--- src/rtl/seq_det_pkg.sv ---
// Shared types and helpers for the programmable serial pattern detector.
// Optional match counter is enabled by defining SEQ_DET_MATCH_COUNT_EN.
package seq_det_pkg;

    typedef enum logic [0:0] {
        ST_UNCFG,
        ST_RUN
    } det_state_e;

    localparam logic MODE_MEALY = 1'b0;
    localparam logic MODE_MOORE = 1'b1;

    // Ones in the low `len` bit positions; selects which history bits take part in the compare.
    function automatic logic [31:0] len_mask(input logic [31:0] len);
        if (len >= 32'd32) begin
            return '1;
        end
        return (32'd1 << len) - 32'd1;
    endfunction

endpackage

--- src/rtl/seq_detector_param_if.sv ---
// Configuration, serial input and status bundle of the pattern detector.
// match_count is present only when SEQ_DET_MATCH_COUNT_EN is defined.
interface seq_detector_param_if #(
    parameter int unsigned MAX_LEN = 8,
    parameter int unsigned LEN_W   = 4,
    parameter int unsigned CNT_W   = 16
);
    logic               cfg_we;
    logic [MAX_LEN-1:0] cfg_pattern;
    logic [LEN_W-1:0]   cfg_len;
    logic               cfg_overlap;
    logic               cfg_moore;
    logic               in_valid;
    logic               x;
    logic               z;
    logic               armed;
`ifdef SEQ_DET_MATCH_COUNT_EN
    logic [CNT_W-1:0]   match_count;
`else
    logic [CNT_W-1:0]   unused_cnt_w;
    assign unused_cnt_w = '0;
`endif

    modport master (
`ifdef SEQ_DET_MATCH_COUNT_EN
        input  match_count,
`endif
        output cfg_we, cfg_pattern, cfg_len, cfg_overlap, cfg_moore, in_valid, x,
        input  z, armed
    );

    modport slave (
`ifdef SEQ_DET_MATCH_COUNT_EN
        output match_count,
`endif
        input  cfg_we, cfg_pattern, cfg_len, cfg_overlap, cfg_moore, in_valid, x,
        output z, armed
    );

endinterface

--- src/rtl/seq_det_match_cnt.sv ---
// Saturating match counter; clear has priority over increment.
module seq_det_match_cnt #(
    parameter int unsigned CNT_W = 16
) (
    input  logic             clk,
    input  logic             reset_n,
    input  logic             inc_i,
    input  logic             clr_i,
    output logic [CNT_W-1:0] count_o
);
    logic [CNT_W-1:0] count_q, count_d;

    always_comb begin
        count_d = count_q;
        if (clr_i) begin
            count_d = '0;
        end else if (inc_i && (count_q != '1)) begin
            count_d = count_q + CNT_W'(1);
        end
    end

    always_ff @(posedge clk or negedge reset_n) begin
        if (!reset_n) begin
            count_q <= '0;
        end else begin
            count_q <= count_d;
        end
    end

    assign count_o = count_q;

endmodule

--- src/rtl/seq_detector_param.sv ---
// Runtime-programmable serial bit-pattern detector (overlap/non-overlap, Mealy/Moore, stallable).
// Define SEQ_DET_MATCH_COUNT_EN to add the saturating match counter.
module seq_detector_param
    import seq_det_pkg::*;
#(
    parameter int unsigned        MAX_LEN     = 8,
    parameter int unsigned        LEN_W       = 4,
    parameter logic [MAX_LEN-1:0] PAT_DEFAULT = MAX_LEN'(8'b0110),
    parameter int unsigned        LEN_DEFAULT = 4,
    parameter int unsigned        CNT_W       = 16
) (
    input logic                 clk,
    input logic                 reset_n,
    seq_detector_param_if.slave bus_io
);
    localparam logic [LEN_W-1:0] MaxLenW = LEN_W'(MAX_LEN);

    det_state_e         state_q, state_d;
    logic [MAX_LEN-1:0] pat_q, pat_d, hist_q, hist_d;
    logic [LEN_W-1:0]   len_q, len_d, fill_q, fill_d;
    logic               overlap_q, overlap_d, moore_q, moore_d, zreg_q, zreg_d;
    logic [LEN_W-1:0]   cfg_len_clamped;
    logic [MAX_LEN-1:0] window, mask;
    logic               len_ok, pat_eq, hit;

    assign cfg_len_clamped = (bus_io.cfg_len > MaxLenW) ? MaxLenW : bus_io.cfg_len;
    assign window          = {hist_q[MAX_LEN-2:0], bus_io.x};
    assign mask            = MAX_LEN'(len_mask(32'(len_q)));
    assign pat_eq          = ((window ^ pat_q) & mask) == '0;
    // Fill gate: enough bits since the last clear to form a whole pattern.
    assign len_ok          = ({1'b0, fill_q} + (LEN_W + 1)'(1)) >= {1'b0, len_q};
    assign hit = (state_q == ST_RUN) & bus_io.in_valid & ~bus_io.cfg_we & len_ok & pat_eq;

    always_comb begin
        state_d   = state_q;
        pat_d     = pat_q;
        len_d     = len_q;
        overlap_d = overlap_q;
        moore_d   = moore_q;
        hist_d    = hist_q;
        fill_d    = fill_q;
        zreg_d    = hit;
        if (bus_io.cfg_we) begin
            pat_d     = bus_io.cfg_pattern;
            len_d     = cfg_len_clamped;
            overlap_d = bus_io.cfg_overlap;
            moore_d   = bus_io.cfg_moore;
            hist_d    = '0;
            fill_d    = '0;
            state_d   = (cfg_len_clamped == '0) ? ST_UNCFG : ST_RUN;
        end else if ((state_q == ST_RUN) && bus_io.in_valid) begin
            hist_d = window;
            if (hit && !overlap_q) begin
                fill_d = '0;
            end else if (fill_q != MaxLenW) begin
                fill_d = fill_q + LEN_W'(1);
            end
        end
    end

    always_comb begin
        bus_io.z = 1'b0;
        if (!bus_io.cfg_we) begin
            bus_io.z = (moore_q == MODE_MOORE) ? zreg_q : hit;
        end
    end

    assign bus_io.armed = (state_q == ST_RUN);

    always_ff @(posedge clk or negedge reset_n) begin
        if (!reset_n) begin
            state_q   <= (LEN_DEFAULT == 0) ? ST_UNCFG : ST_RUN;
            pat_q     <= PAT_DEFAULT;
            len_q     <= LEN_W'(LEN_DEFAULT);
            overlap_q <= 1'b1;
            moore_q   <= MODE_MEALY;
            hist_q    <= '0;
            fill_q    <= '0;
            zreg_q    <= 1'b0;
        end else begin
            state_q   <= state_d;
            pat_q     <= pat_d;
            len_q     <= len_d;
            overlap_q <= overlap_d;
            moore_q   <= moore_d;
            hist_q    <= hist_d;
            fill_q    <= fill_d;
            zreg_q    <= zreg_d;
        end
    end

`ifdef SEQ_DET_MATCH_COUNT_EN
    seq_det_match_cnt #(
        .CNT_W(CNT_W)
    ) u_match_cnt (
        .clk    (clk),
        .reset_n(reset_n),
        .inc_i  (hit),
        .clr_i  (bus_io.cfg_we),
        .count_o(bus_io.match_count)
    );
`else
    logic [CNT_W-1:0] unused_cnt_w;
    assign unused_cnt_w = '0;
`endif

endmodule
--- src/flat_wrapper.sv ---
// flat-port wrapper written by rule: the top's interface ports become plain ports
module seq_detector_param_flat import seq_det_pkg::*;
#(
    parameter int unsigned        MAX_LEN     = 8,
    parameter int unsigned        LEN_W       = 4,
    parameter logic [MAX_LEN-1:0] PAT_DEFAULT = MAX_LEN'(8'b0110),
    parameter int unsigned        LEN_DEFAULT = 4,
    parameter int unsigned        CNT_W       = 16
)
  (clk, reset_n, bus_io_cfg_we, bus_io_cfg_pattern, bus_io_cfg_len, bus_io_cfg_overlap, bus_io_cfg_moore, bus_io_in_valid, bus_io_x, bus_io_z, bus_io_armed);
  seq_detector_param_if #(.MAX_LEN(MAX_LEN), .LEN_W(LEN_W), .CNT_W(CNT_W)) bus_io_i ();
  input logic clk;
  input logic reset_n;
  input wire logic [$bits(bus_io_i.cfg_we)-1:0] bus_io_cfg_we;
  input wire logic [$bits(bus_io_i.cfg_pattern)-1:0] bus_io_cfg_pattern;
  input wire logic [$bits(bus_io_i.cfg_len)-1:0] bus_io_cfg_len;
  input wire logic [$bits(bus_io_i.cfg_overlap)-1:0] bus_io_cfg_overlap;
  input wire logic [$bits(bus_io_i.cfg_moore)-1:0] bus_io_cfg_moore;
  input wire logic [$bits(bus_io_i.in_valid)-1:0] bus_io_in_valid;
  input wire logic [$bits(bus_io_i.x)-1:0] bus_io_x;
  output wire logic [$bits(bus_io_i.z)-1:0] bus_io_z;
  output wire logic [$bits(bus_io_i.armed)-1:0] bus_io_armed;
  assign bus_io_i.cfg_we = bus_io_cfg_we;
  assign bus_io_i.cfg_pattern = bus_io_cfg_pattern;
  assign bus_io_i.cfg_len = bus_io_cfg_len;
  assign bus_io_i.cfg_overlap = bus_io_cfg_overlap;
  assign bus_io_i.cfg_moore = bus_io_cfg_moore;
  assign bus_io_i.in_valid = bus_io_in_valid;
  assign bus_io_i.x = bus_io_x;
  assign bus_io_z = bus_io_i.z;
  assign bus_io_armed = bus_io_i.armed;
  seq_detector_param #(.MAX_LEN(MAX_LEN), .LEN_W(LEN_W), .PAT_DEFAULT(PAT_DEFAULT), .LEN_DEFAULT(LEN_DEFAULT), .CNT_W(CNT_W)) u_core (.clk(clk), .reset_n(reset_n), .bus_io(bus_io_i));
endmodule
--- config.mk ---
export PLATFORM = sky130hd
export DESIGN_NAME = seq_detector_param_flat
export DESIGN_NICKNAME = d
export VERILOG_FILES = /design/src/rtl/seq_det_pkg.sv /design/src/rtl/seq_detector_param_if.sv /design/src/rtl/seq_det_match_cnt.sv /design/src/rtl/seq_detector_param.sv /design/src/flat_wrapper.sv
export SDC_FILE = /design/constraint.sdc
export NUM_CORES = 1
export LEC_CHECK = 0
export BUFFER_PORTS_ARGS = -buffer_cell sky130_fd_sc_hd__buf_2
export CELL_PAD_IN_SITES_DETAIL_PLACEMENT = 1
export CELL_PAD_IN_SITES_GLOBAL_PLACEMENT = 1
export CORE_MARGIN = 4
export CORE_UTILIZATION = 39
export CTS_CLUSTER_DIAMETER = 120
export DETAILED_ROUTE_END_ITERATION = 7
export GPL_ROUTABILITY_DRIVEN = 0
export PLACE_DENSITY_LB_ADDON = 0.1
export SLEW_MARGIN = 20
export SYNTH_ARGS = -nofsm -noshare
export SYNTH_HDL_FRONTEND = slang
export SYNTH_HIERARCHICAL = 1
export SYNTH_SLANG_ARGS = --single-unit
export TNS_END_PERCENT = 20
--- constraint.sdc ---
create_clock -name clk -period 2.1 [get_ports clk]
set_input_delay 0.105 -clock clk [delete_from_list [all_inputs] [get_ports clk]]
set_output_delay 0.105 -clock clk [all_outputs]
set_load 0.03 [all_outputs]
==> results, run 1 <==
- The run finished, with violations left.
- The checks that failed: setup timing.
- The routed length per placed instance is 15.41 um.
- The number of distinct library cells after synthesis is 38.
- The count of inserted antenna diode cells is 0.
- The global-route wire length before repair is 6479 um.
- The number of placed instances, taps included, is 231.
- The DRC violation count after routing is 0.
- The clock sink total is 27.
- Entering global routing, the biggest net connects 31 pins.
- The first-iteration detailed-routing DRC count is 67.
- The global routing usage summed across all routing layers is 16.17%.
- The floorplan die area is 4910 um^2.
- In this run the core area contains 22 standard-cell rows.
- The power per standard cell area is 610.5 nW/um^2.
- The multi-input combinational cells in the finished layout cover a total of 823.3 um^2.
- The total area of sequential cells is 681.9 um^2.
- The class of the most critical setup path is flip-flop to primary output.
- The worst hold path was traced through 2 stages.
- At the placement stage, the worst setup path has a slack of -177.4 ps.
- The worst setup path is captured at a primary output.
- The leakage dissipation is 0.8646 nW.
- The internal power is 0.8300 mW.
- The clock buffer count from CTS is 3.
- The initial antenna violation count is 0.
- The Yosys step of the flow raised 6 warnings.
- The fraction of the cycle the final worst path needs is 110.6%.
- The share of total power in combinational logic is 23.7%.
- The area of the core is 3689 um^2.
- In this run switching power makes up 28.98% of total power.
- The pre-antenna-repair detailed-routing pass consisted of 4 iterations.
- Static timing analysis puts the maximum clock frequency at 0.4307 GHz.
- The tightest slew margin relative to the limit is 59.25%.
- For hold timing, the worst endpoint is u_core/moore_q$_DFFE_PN0P_.
- The clock passes through at most 2 buffers.
- STA puts the critical path data required time at 2000 ps.
- The via count of the first global-routing pass is 1319.
- The number of cells on the worst reg-to-reg path is 12.
- CTS built an H-tree with a depth of 1.
- The starting density of the core is 40.74%.
- The worst-case IR drop observed on VDD is 0.3455 mV.
- The clock power share is 25.8%.
- The clock skew is 2.570 ps.
- The tree is rooted in a sky130_fd_sc_hd__clkbuf_8.
- Detailed placement finished with a half-perimeter wire length of 2720 um.
- The top fanout value on the critical path is 3.
- The reg-to-reg setup timing slack is -110 ps.
- After global routing the overflow that remains totals 0.
- The count of endpoints failing hold in the final timing report was 0.
- The die outline width is 70.07 um.
- In the routed layout, each cell is associated on average with a via count of 5.232.
- The worst path in the final design needs a cycle of 2322 ps, including I/O delays and setup.
- At the pin with the least slew margin, the transition time is 611.2 ps.
- TritonCTS built the clock tree.
- Cells with a size suffix above 1 make up 39.38% of the layout.
- Across the run, the number of max-cap violations was 0.
- The number of failing setup endpoints in the final timing report is 3.
- At the end of the flow, the number of nets in the layout was 220.
- Summing all non-filler instances in the final layout gives an area of 1914 um^2.
- The critical path startpoint category is a flip-flop.
- Counting flops and latches in the post-synthesis netlist gives 27.
- The clock reaches the later pin of the worst-skew pair after 270 ps.
- In the final timing run, aggregate negative setup slack is -402.8 ps.
- The number of instances in the synthesized netlist is 152.
- The mapped netlist covers 1503 um^2.
- Each instance of the synthesized netlist takes up on average 9.886 um^2.
- In this run the critical register-to-register path is launched from u_core/len_q[1]$_DFFE_PN0P_.
- The type of the worst min-delay path is primary input to flip-flop.
- Setup repair after global routing could not meet its margin everywhere.
- The final number of max-transition violations is 0.
- The via total after detailed routing is 1261.
- For this design the total switching power over the nets is 0.3387 mW.
- Port buffering added 20 buffers.
- The arrival time of data at the critical path endpoint is 2220 ps.
- The share of the core filled with cells in the final layout is 51.90%.
- The worst hold margin is 56.81 ps.
- The number of ports placed on the die boundary is 21.
- Fill cells in the final layout number 440.
- The count of nets left with antenna violations once routing finished came out at 0.
- Total power for the finished layout comes to 1.169 mW.
- The worst flop-to-flop path endpoint is u_core/fill_q[2]$_DFFE_PN0P_.
- Clock-pin slew was measured on the worst setup and hold paths at 100 ps.
- The area growth from synthesis to layout is 27.39%.
- The final setup slack of the worst path is -221.6 ps.
- The register area share after synthesis is 45.38%.
- When the netlist entered floorplanning its net count stood at 178.
- The area of placed instances is 1754 um^2.
- Wires add up to 3714 um.
- The worst hold path begins at bus_io_cfg_moore.
- The sequential share of power is 50.4%.
- In this run the vertical extent of the chip is 70.07 um.
- The final instance count without filler cells is 241.
-- cell usage after synthesis --
| cell type | number | area (um^2) |
|---|---|---|
| sky130_fd_sc_hd__nand3_1 | 5 | 25.02 |
| sky130_fd_sc_hd__mux2_2 | 10 | 112.6 |
| sky130_fd_sc_hd__a31oi_1 | 2 | 12.51 |
| sky130_fd_sc_hd__buf_6 | 1 | 11.26 |
| sky130_fd_sc_hd__o2111ai_1 | 1 | 8.760 |
| sky130_fd_sc_hd__and3_1 | 1 | 6.260 |
| sky130_fd_sc_hd__nand2_2 | 1 | 6.260 |
| sky130_fd_sc_hd__nand4_2 | 1 | 12.51 |
| sky130_fd_sc_hd__nor3_1 | 2 | 10.01 |
| sky130_fd_sc_hd__a211oi_2 | 1 | 12.51 |
| sky130_fd_sc_hd__nor4_1 | 2 | 12.51 |
| sky130_fd_sc_hd__a211oi_1 | 2 | 15.01 |
| sky130_fd_sc_hd__nor2b_1 | 1 | 6.260 |
| sky130_fd_sc_hd__dfstp_2 | 5 | 131.4 |
| sky130_fd_sc_hd__clkbuf_1 | 1 | 3.750 |
| sky130_fd_sc_hd__nand2_1 | 24 | 90.09 |
| sky130_fd_sc_hd__nand3b_1 | 1 | 7.510 |
| sky130_fd_sc_hd__ha_1 | 7 | 87.58 |
| sky130_fd_sc_hd__inv_1 | 8 | 30.03 |
| sky130_fd_sc_hd__buf_1 | 2 | 7.510 |
| sky130_fd_sc_hd__o21a_1 | 1 | 7.510 |
| sky130_fd_sc_hd__nand2b_1 | 1 | 6.260 |
| sky130_fd_sc_hd__a311oi_2 | 1 | 15.01 |
| sky130_fd_sc_hd__and3_2 | 1 | 7.510 |
| sky130_fd_sc_hd__o2bb2ai_1 | 2 | 17.52 |
| sky130_fd_sc_hd__a22oi_1 | 1 | 7.510 |
| sky130_fd_sc_hd__o31ai_1 | 1 | 7.510 |
| sky130_fd_sc_hd__clkbuf_8 | 1 | 13.76 |
| sky130_fd_sc_hd__nor2_1 | 6 | 22.52 |
| sky130_fd_sc_hd__a21oi_1 | 14 | 70.07 |
| sky130_fd_sc_hd__dfrtp_1 | 22 | 550.5 |
| sky130_fd_sc_hd__xnor2_1 | 3 | 26.28 |
| sky130_fd_sc_hd__o22ai_1 | 2 | 12.51 |
| sky130_fd_sc_hd__o21ai_0 | 7 | 35.03 |
| sky130_fd_sc_hd__xor2_1 | 8 | 70.07 |
| sky130_fd_sc_hd__o21ai_2 | 1 | 8.760 |
| sky130_fd_sc_hd__o21bai_1 | 1 | 7.510 |
| sky130_fd_sc_hd__and2_2 | 1 | 7.510 |
-- kinds of logic (layout without fill, tap and decap cells) --
logic type | Yosys count | in the layout | share of synthesized area [%]
simple gates | 47 | 47 | 14.66
compound gates | 37 | 37 | 15.82
flops | 27 | 27 | 45.38
buf+inv | 13 | 54 | 4.413
xor+xnor | 11 | 11 | 6.412
mux | 10 | 10 | 7.494
fa+ha+maj | 7 | 7 | 5.828
-- flip-flops by register name, summed over array words and instances, names as in the netlist --
| name | count |
|---|---|
| u_core/pat_q | 8 |
| u_core/hist_q | 7 |
| u_core/fill_q | 4 |
| u_core/len_q | 4 |
| u_core/bus_io.armed | 1 |
| u_core/moore_q | 1 |
| u_core/overlap_q | 1 |
| u_core/zreg_q | 1 |
-- routing by layer --
metal / wire [um] / vias to the layer above / GRT usage, %
met1: 1739 / 635 / 21.11
met4: 17 / 0 / 3.830
met5: 0 / - / 0
li1: - / 613 / -
met2: 1875 / 11 / 28.23
met3: 82 / 2 / 2.158
-- critical path, cell delays in order, from the launching register on --
cell	delay, ps
sky130_fd_sc_hd__dfrtp_1	420
sky130_fd_sc_hd__nor2_4	160
sky130_fd_sc_hd__nand3_2	100
sky130_fd_sc_hd__ha_4	270
sky130_fd_sc_hd__nor2_1	40
sky130_fd_sc_hd__a211oi_2	160
sky130_fd_sc_hd__and3_4	210
sky130_fd_sc_hd__nand4_2	130
sky130_fd_sc_hd__o21a_1	220
sky130_fd_sc_hd__nor2_4	110
sky130_fd_sc_hd__buf_6	130
-- power groups by stage --
stage               combinational [mW]  sequential (mW)  clock [mW]
floorplan                        0.147            0.595           0
global placement                 0.231            0.595           0
detailed placement               0.242            0.596           0
CTS                              0.265            0.590       0.316
global route                     0.309            0.594       0.342
finish                           0.278            0.589       0.302
-- how the worst max path moves through the flow --
stage | endpoint | depth (start not counted) | slack, ps | start
2_1_floorplan | bus_io_z | 10 | 3 | u_core/len_q[1]$_DFFE_PN0P_
3_5_place_dp | bus_io_z | 11 | -180 | u_core/len_q[2]$_DFFE_PN1P_
5_1_grt | bus_io_z | 11 | -380 | u_core/len_q[2]$_DFFE_PN1P_
4_1_cts | bus_io_z | 11 | -230 | u_core/len_q[2]$_DFFE_PN1P_
6_report | bus_io_z | 10 | -220 | u_core/len_q[1]$_DFFE_PN0P_
3_3_place_gp | bus_io_z | 11 | -90 | u_core/len_q[2]$_DFFE_PN1P_
-- placed cells by master (no fill, tap or decap), types with 2 or more instances in the layout --
master / count
sky130_fd_sc_hd__a211oi_1: 2
sky130_fd_sc_hd__a21oi_1: 13
sky130_fd_sc_hd__a31oi_1: 2
sky130_fd_sc_hd__buf_2: 19
sky130_fd_sc_hd__buf_4: 21
sky130_fd_sc_hd__clkbuf_8: 3
sky130_fd_sc_hd__dfrtp_1: 22
sky130_fd_sc_hd__dfstp_2: 5
sky130_fd_sc_hd__ha_1: 5
sky130_fd_sc_hd__inv_1: 8
sky130_fd_sc_hd__mux2_2: 10
sky130_fd_sc_hd__nand2_1: 24
sky130_fd_sc_hd__nand3_1: 4
sky130_fd_sc_hd__nor2_1: 3
sky130_fd_sc_hd__nor2_4: 2
sky130_fd_sc_hd__o21ai_0: 5
sky130_fd_sc_hd__o21ai_1: 2
sky130_fd_sc_hd__o22ai_1: 2
sky130_fd_sc_hd__o2bb2ai_1: 2
sky130_fd_sc_hd__xnor2_1: 3
sky130_fd_sc_hd__xor2_1: 8
-- layout make-up --
class	count	area share, %
Multi-Input combinational cell	112	43.01
Sequential cell	27	35.62
Timing Repair Buffer	42	14.31
Tap cell	48	3.137
Clock buffer	4	2.353
Inverter	8	1.569
-- timing repair --
item / 4_1_cts / 5_1_grt
pin swaps: 14 / 9
hold buffers: 1 / 0
endpoints found under the setup margin: 4 / 6
endpoints found under the hold margin: 22 / 0
resized for setup: 13 / 4
setup buffers: 3 / 2
No activity file was read; power rests on OpenSTA's default activity.
==> inputs of run 2 (changes only) <==
- CORE_UTILIZATION: 39 -> 43
- clock period: 2.1 -> 2.4 ns (I/O delays scaled with it)
==> run 2 against run 1 <==
Compared with the run above:
- highest routed layer unchanged
- sequential power is 12% lower
- the flow still finishes with violations (setup timing)
- non-clock buffer count is 5 higher
- clock skew is 14 ps higher
- clock-buffer cell count stayed put
- clock power is 31% lower
- core utilization is 8.1 points higher
- die area is 8.3% lower
- critical endpoint unchanged
- critical path depth is 1 higher
- global-route usage is 3.9 points higher
- critical path type unchanged
==> results, run 2 (synthesis gave the netlist of run 1 again) <==
- The final non-filler cell area is 2018 um^2.
- Global routing consumed, over all layers together, 20.10% of the routing resources.
- The leakage dissipation is 0.8808 nW.
- The count of buffering cells on the critical path with inverters included is 1.
- The critical path startpoint category is a flip-flop.
- The class of the most critical setup path is flip-flop to primary output.
- The largest single stage delay on the critical path is 600 ps.
- Cells with a size suffix above 1 make up 42.93% of the layout.
- The global-route wire length before repair is 6672 um.
- The worst hold margin is 15.58 ps.
- The worst register-to-register path has a depth of 13.
- The shortest clock period the worst path allows after layout is 2523 ps.
- The number of clock buffers added by TritonCTS is 3.
- The later pin in the worst-skew pair is clocked with a latency of 340 ps.
- The cell type of the slowest stage on the worst timing path is sky130_fd_sc_hd__dfstp_2.
- For this design, the sink count on the clock tree is 27.
- In this run the vertical extent of the chip is 67.12 um.
- The area growth from synthesis to layout is 34.31%.
- The library cell used most frequently in the layout, excluding fill and tap cells, is sky130_fd_sc_hd__nand2_1.
- The total number of H-tree levels is 1.
- The post-detailed-routing wire length is 4143 um.
- The arrival time of data at the critical path endpoint is 2400 ps.
- The min-delay analysis places its worst path in the category primary input to flip-flop.
- The final route contains 1312 vias.
- The placed instances occupy a cell area of 1662 um^2.
- The data required time at the worst endpoint is 2280 ps.
- The initial antenna violation count is 0.
- The die covers 4504 um^2.
- The worst setup path is captured at a primary output.
- The clock skew is 16.92 ps.
- The most crowded layer after global routing is met2.
- The count of endpoints failing hold in the final timing report is 0.
- The HPWL reported at the end of detailed placement is 2560 um.
- For this configuration, the core starts out at a cell density of 44.68%.
- For this run the aggregate overflow at the end of global routing stands at 0.
- The average vias per placed instance is 5.377.
- TritonCTS built the clock tree.
- Setup repair after global routing could not meet its margin everywhere.
- Setup slack on the critical path of the routed design comes to -123.5 ps.
- Timing would allow up to 0.3963 GHz.
- The routing usage on met2 is 34.48%.
- At the pin with the least slew margin, the transition time is 625.2 ps.
- After the first detailed-routing iteration, the DRC count stood at 38.
- The floorplan has 21 rows.
- The final number of max-transition violations is 0.
- Counting along the longest clock path gives a buffer depth of 2.
- The area of the core is 3363 um^2.
- The pin count of the biggest net entering global routing is 31.
- Grouping stages by cell kind, the critical path spends the most delay in compound AO/OA/AOI/OAI gates.
- The number of nets in the layout is 225.
- The remaining antenna violation count after routing is 0.
- Port buffering added 20 buffers.
- The top cell types in the final layout, fill and taps aside, are sky130_fd_sc_hd__nand2_1, sky130_fd_sc_hd__buf_2, sky130_fd_sc_hd__dfrtp_1.
- The post-place setup slack is -4.305 ps.
- The register with the most flip-flops is u_core/pat_q.
- Walking the worst path, the cells encountered are nor2_4 -> nand2_2 -> ha_4 -> nor4_4 -> a21oi_2 -> o2bb2ai_2 -> a22oi_2 -> nand4_4 -> o21a_1 -> nor2_1 -> buf_4.
- The tree is rooted in a sky130_fd_sc_hd__clkbuf_4.
- The flow ran to the end, but the final reports show violations.
- Before antenna repair, the detailed router went through 4 iterations.
- In this run the power density over the cells is 500.1 nW/um^2.
- Clock-pin slew was measured on the worst setup and hold paths at 160 ps.
- The number of flip-flops under the largest register name is 8.
- The largest registers in the layout are u_core/pat_q: 8 flops, u_core/hist_q: 7 flops.
- The cell depth of the worst min-delay path is 2.
- In the global route stage, met1 resource usage came out at 24.03%.
- The top fanout value on the critical path is 7.
- The layout has 402 filler cells.
- After detailed routing, the number of remaining DRC violations is 0.
- The count of inserted antenna diode cells is 0.
- 21 I/O pins were placed.
- The maximum resistive drop on vdd is 0.2699 mV.
- The tightest slew margin relative to the limit is 58.32%.
- The final reports fail on setup timing.
- The count of max-cap constraint violations is 0.
- The die outline width is 67.12 um.
- The routed length per placed instance is 16.98 um.
- The met3 track utilization from global routing is 3.204%.
- The total number of cells along the worst setup path is 11.
- The via count of the first global-routing pass is 1420.
- The number of failing setup endpoints in the final timing report is 1.
- After routing, the total negative slack on setup checks comes to -123.5 ps.
- Of the available clock period, the critical path in the final layout requires 105.1%.
-- run 2: cell count changes in the layout (fill, tap and decap cells not counted), sizes merged --
cell	before	now
dlygate4sd3	1	10
buf	41	37
-- run 2: area by class of cell --
type	count	area (um^2)	area share, %
Clock buffer	4	26.28	1.302
Inverter	8	30.03	1.488
Multi-Input combinational cell	112	884.6	43.83
Sequential cell	27	685.7	33.97
Timing Repair Buffer	47	334.1	16.55
Tap cell	46	57.56	2.852
-- run 2: layer usage --
layer | wire [um] | vias up
li1 | - | 624
met1 | 1767 | 663
met2 | 2233 | 17
met3 | 65 | 8
met4 | 78 | 0
met5 | 0 | -
-- run 2: path summary, 6_finish.rpt --
kind / slack (ps) / startpoint / end
max reg2reg: 90 / u_core/len_q[2]$_DFFE_PN1P_ / u_core/fill_q[0]$_DFFE_PN0P_
min reg2reg: 540 / u_core/bus_io.armed$_DFFE_PN1P_ / u_core/bus_io.armed$_DFFE_PN1P_
max in group asynchronous: 1640 / reset_n / u_core/len_q[3]$_DFFE_PN0P_
min: 20 / bus_io_cfg_pattern[7] / u_core/pat_q[7]$_DFFE_PN0P_
min in group asynchronous: 310 / reset_n / u_core/fill_q[2]$_DFFE_PN0P_
max: -120 / u_core/len_q[2]$_DFFE_PN1P_ / bus_io_z
-- run 2: per-stage QoR --
step | util, % | cells | total power [mW]
3_3_place_gp | 49.40 | 218 | 0.7033
3_5_place_dp | 49.40 | 218 | 0.7126
2_1_floorplan | - | 152 | 0.6483
5_1_grt | 60.01 | 244 | 1.070
4_1_cts | 57.74 | 240 | 0.9834
6_report | 60.01 | 244 | 1.009
-- run 2: power by group --
part / internal, mW / switching [mW] / leakage, nW
clock: 0.0653 / 0.143 / 0.0150
combinational: 0.136 / 0.145 / 0.532
sequential: 0.490 / 0.0305 / 0.334
total: 0.691 / 0.319 / 0.881
-- run 2: worst register-to-register path, stage by stage (launching register included) --
cell and delay, ps:
sky130_fd_sc_hd__dfstp_2 600, sky130_fd_sc_hd__nor2_4 60, sky130_fd_sc_hd__nand2_2 90, sky130_fd_sc_hd__ha_4 210, sky130_fd_sc_hd__nor4_4 50, sky130_fd_sc_hd__a21oi_2 140, sky130_fd_sc_hd__o2bb2ai_2 100, sky130_fd_sc_hd__a22oi_2 200
sky130_fd_sc_hd__nand4_4 130, sky130_fd_sc_hd__buf_4 150, sky130_fd_sc_hd__buf_4 130, sky130_fd_sc_hd__buf_4 130, sky130_fd_sc_hd__o21ai_1 110, sky130_fd_sc_hd__nand3_1 100
-- run 2: repair_timing --
item                                   in CTS  in global routing
gates resized for setup                    24                  9
buffers inserted                           11                  1
setup endpoints to repair                   1                  4
pin swaps                                  13                 10
hold buffers                                7                  3
gates cloned                                0                  0
endpoints found under the hold margin      29                  3
==> inputs of run 3 (changes only) <==
- CORE_UTILIZATION: 43 -> 47
- MAX_ROUTING_LAYER: default -> met4
- clock period: 2.4 -> 3.1 ns (I/O delays scaled with it)
==> run 3 against run 2 <==
Compared with the run above:
- the flow now finishes without violations
- sequential power shrank 22%
- register-to-register slack gained 620 ps
- hold slack gained 24 ps
- critical endpoint unchanged
- largest power group unchanged
==> results, run 3 (synthesis gave the netlist of run 1 again) <==
- The flow ran to the end, and the final reports show no timing, DRC or antenna violations.
- The first global-routing pass estimated 5975 um of wire.
- Clock tree synthesis selected as its root buffer the cell sky130_fd_sc_hd__clkbuf_4.
- The data required time at the worst endpoint is 2940 ps.
- The number of I/O port buffers is 20.
- OpenSTA, run right after detailed placement, puts the worst setup slack at 648.7 ps.
- The number of failing setup endpoints in the final timing report is 0.
- The die outline width is 64.55 um.
- The number of flip-flops under the largest register name is 8.
- The worst hold margin is 39.24 ps.
- The remaining antenna violation count after routing is 0.
- The via count of the first global-routing pass was 1256.
- The CTS tree is built.
- In this run the cell area measured after placement is 1622 um^2.
- Clock latency on the worst-skew pair, taken at its later pin, is 330 ps.
- The post-detailed-routing wire length is 3477 um.
- The total setup buffers inserted after CTS is 0.
- The total number of H-tree levels is 1.
- The arrival time of data at the critical path endpoint is 2680 ps.
- In this run the critical register-to-register path is launched from u_core/len_q[1]$_DFFE_PN0P_.
- The initial antenna violation count is 0.
- The number of fillers in the final layout is 371.
- The number of gates resized after CTS was 0.
- For this design the static power due to leakage is 0.7463 nW.
- The HPWL after detailed placement is 2620 um.
- For this design the ratio of total power to cell area is 421.7 nW/um^2.
- The critical path startpoint category is a flip-flop.
- In the final routed layout, each cell accounts on average for 16.10 um.
- The final number of max-transition violations is 0.
- The worst setup path is captured at a primary output.
- The number of nets in the layout is 199.
- Setup repair after global routing left no endpoint under its margin.
- The final route contains 1177 vias.
- Across the run, the number of max-cap violations was 0.
- After global routing the overflow that remains totals 0.
- The completed layout was analyzed and its total power is 0.6997 mW.
- The count of inserted antenna diode cells is 0.
- The global routing usage summed across all routing layers is 19.26%.
- The initial utilization of the core area, before any placement, comes to 49.22%.
- The slew at the pin closest to its max-slew limit is 606.2 ps.
- The maximum resistive drop on vdd is 0.2029 mV.
- In the final layout, the share of cells above drive strength 1 is 26.74%.
- The highest achievable clock rate is 0.3523 GHz.
- The detailed router finished its first iteration with 68 violations.
- The tightest slew margin relative to the limit is 59.59%.
- The start point of the critical path is u_core/len_q[1]$_DFFE_PN0P_.
- The clock tree buffer depth is 2.
- The first-pass detailed-route iteration total is 4.
- The met3 layer wire length in the routed design is 80 um.
- The share of the core filled with cells in the final layout is 54.34%.
- In the finished design, the share of the clock period the worst path needs comes to 91.57%.
- The die is 64.55 um tall.
- Pin placement for this block handled 21 I/O pins.
- The final setup slack of the worst path is 261.3 ps.
- Summed over all nets, wire length on met2 after detailed routing comes to 1779 um.
- The type of the worst min-delay path is primary input to flip-flop.
- The top fanout value on the critical path is 7.
- Entering global routing, the biggest net connects 32 pins.
- The post-route setup TNS is 0 ps.
- The launch instance of the worst min-delay path is bus_io_cfg_pattern[7].
- The average vias per placed instance is 5.449.
- Subtracting the final worst setup slack from the clock period gives 2839 ps.
- The finished cells cover 1659 um^2.
- The class of the most critical setup path is flip-flop to primary output.
- The register with the most flip-flops in the final layout is u_core/pat_q.
- Leaving out fill and tap cells, the most frequent cell in the layout is sky130_fd_sc_hd__nand2_1.
- The die covers 4166 um^2.
- Once placement completed, the tool counted placed cells totaling 211.
- The area growth from synthesis to layout is 10.41%.
- The area of the core is 3053 um^2.
- The library cells used most frequently in the layout, excluding fill and tap cells, are sky130_fd_sc_hd__nand2_1, sky130_fd_sc_hd__dfrtp_1, sky130_fd_sc_hd__buf_2.
- The count of endpoints failing hold in the final timing report is 0.
- The clock buffer count from CTS is 3.
- In the final routing, the length of wire on met1 measures 1590 um.
- Row generation in the floorplan step produced 20 rows.
- On the final layout, the worst clock skew is 2.510 ps.
- For this run, design rule violations remaining after detail routing come to 0.
- The final instance count without filler cells is 216.
- CTS saw 27 sinks.
- In the final layout, the registers with the most flip-flops are u_core/pat_q: 8 flops, u_core/hist_q: 7 flops.
- The highest metal layer with signal wires is met4.
- Clock-pin slew was measured on the worst setup and hold paths at 150 ps.
-- run 3: cell count changes in the layout (fill, tap and decap cells not counted), sizes merged --
| cell | before | now |
|---|---|---|
| buf | 37 | 20 |
| clkinv | 0 | 1 |
| dlygate4sd3 | 10 | 1 |
| clkbuf | 4 | 3 |
-- run 3: what timing repair did --
action / 4_1_cts / 5_1_grt
hold buffers: 1 / 0
hold endpoints to repair: 22 / 0
setup endpoints to repair: 0 / 0
-- run 3: worst max-delay path: stages (launching register included) --
cell	delay, ps
sky130_fd_sc_hd__dfrtp_1	480
sky130_fd_sc_hd__nor2_1	280
sky130_fd_sc_hd__nand3_1	130
sky130_fd_sc_hd__ha_1	290
sky130_fd_sc_hd__a21oi_1	170
sky130_fd_sc_hd__o2bb2ai_1	90
sky130_fd_sc_hd__a22oi_1	210
sky130_fd_sc_hd__nand4_2	210
sky130_fd_sc_hd__o21a_1	220
sky130_fd_sc_hd__nor2_1	70
sky130_fd_sc_hd__buf_2	200
-- run 3: path summary, 6_finish.rpt --
check	to	slack [ps]	cells past startpoint
max in group asynchronous	u_core/fill_q[2]$_DFFE_PN0P_	2370	2
min in group asynchronous	u_core/pat_q[7]$_DFFE_PN0P_	340	2
max reg2reg	u_core/fill_q[2]$_DFFE_PN0P_	710	10
max	bus_io_z	260	10
min	u_core/pat_q[7]$_DFFE_PN0P_	40	2
min reg2reg	u_core/bus_io.armed$_DFFE_PN1P_	540	2
-- run 3: final cells by class --
cell class | count | area (um^2) | share of cell area, %
Clock buffer | 3 | 22.52 | 1.357
Inverter | 8 | 30.03 | 1.810
Tap cell | 44 | 55.05 | 3.318
Sequential cell | 27 | 681.9 | 41.10
Multi-Input combinational cell | 112 | 754.5 | 45.48
Timing Repair Buffer | 21 | 110.1 | 6.637
Clock inverter | 1 | 5.005 | 0.3017
-- run 3: layer usage --
| layer | up-vias | global-route usage (%) |
|---|---|---|
| met1 | 586 | 24.00 |
| met2 | 14 | 32.35 |
| met3 | 2 | 2.773 |
| met5 | - | - |
| li1 | 575 | - |
| met4 | 0 | 6.332 |
-- run 3: power breakdown --
part           leakage [nW]  internal, mW  switching (mW)
combinational         0.391        0.0607          0.0767
sequential            0.338         0.378          0.0248
clock                0.0177        0.0485           0.111
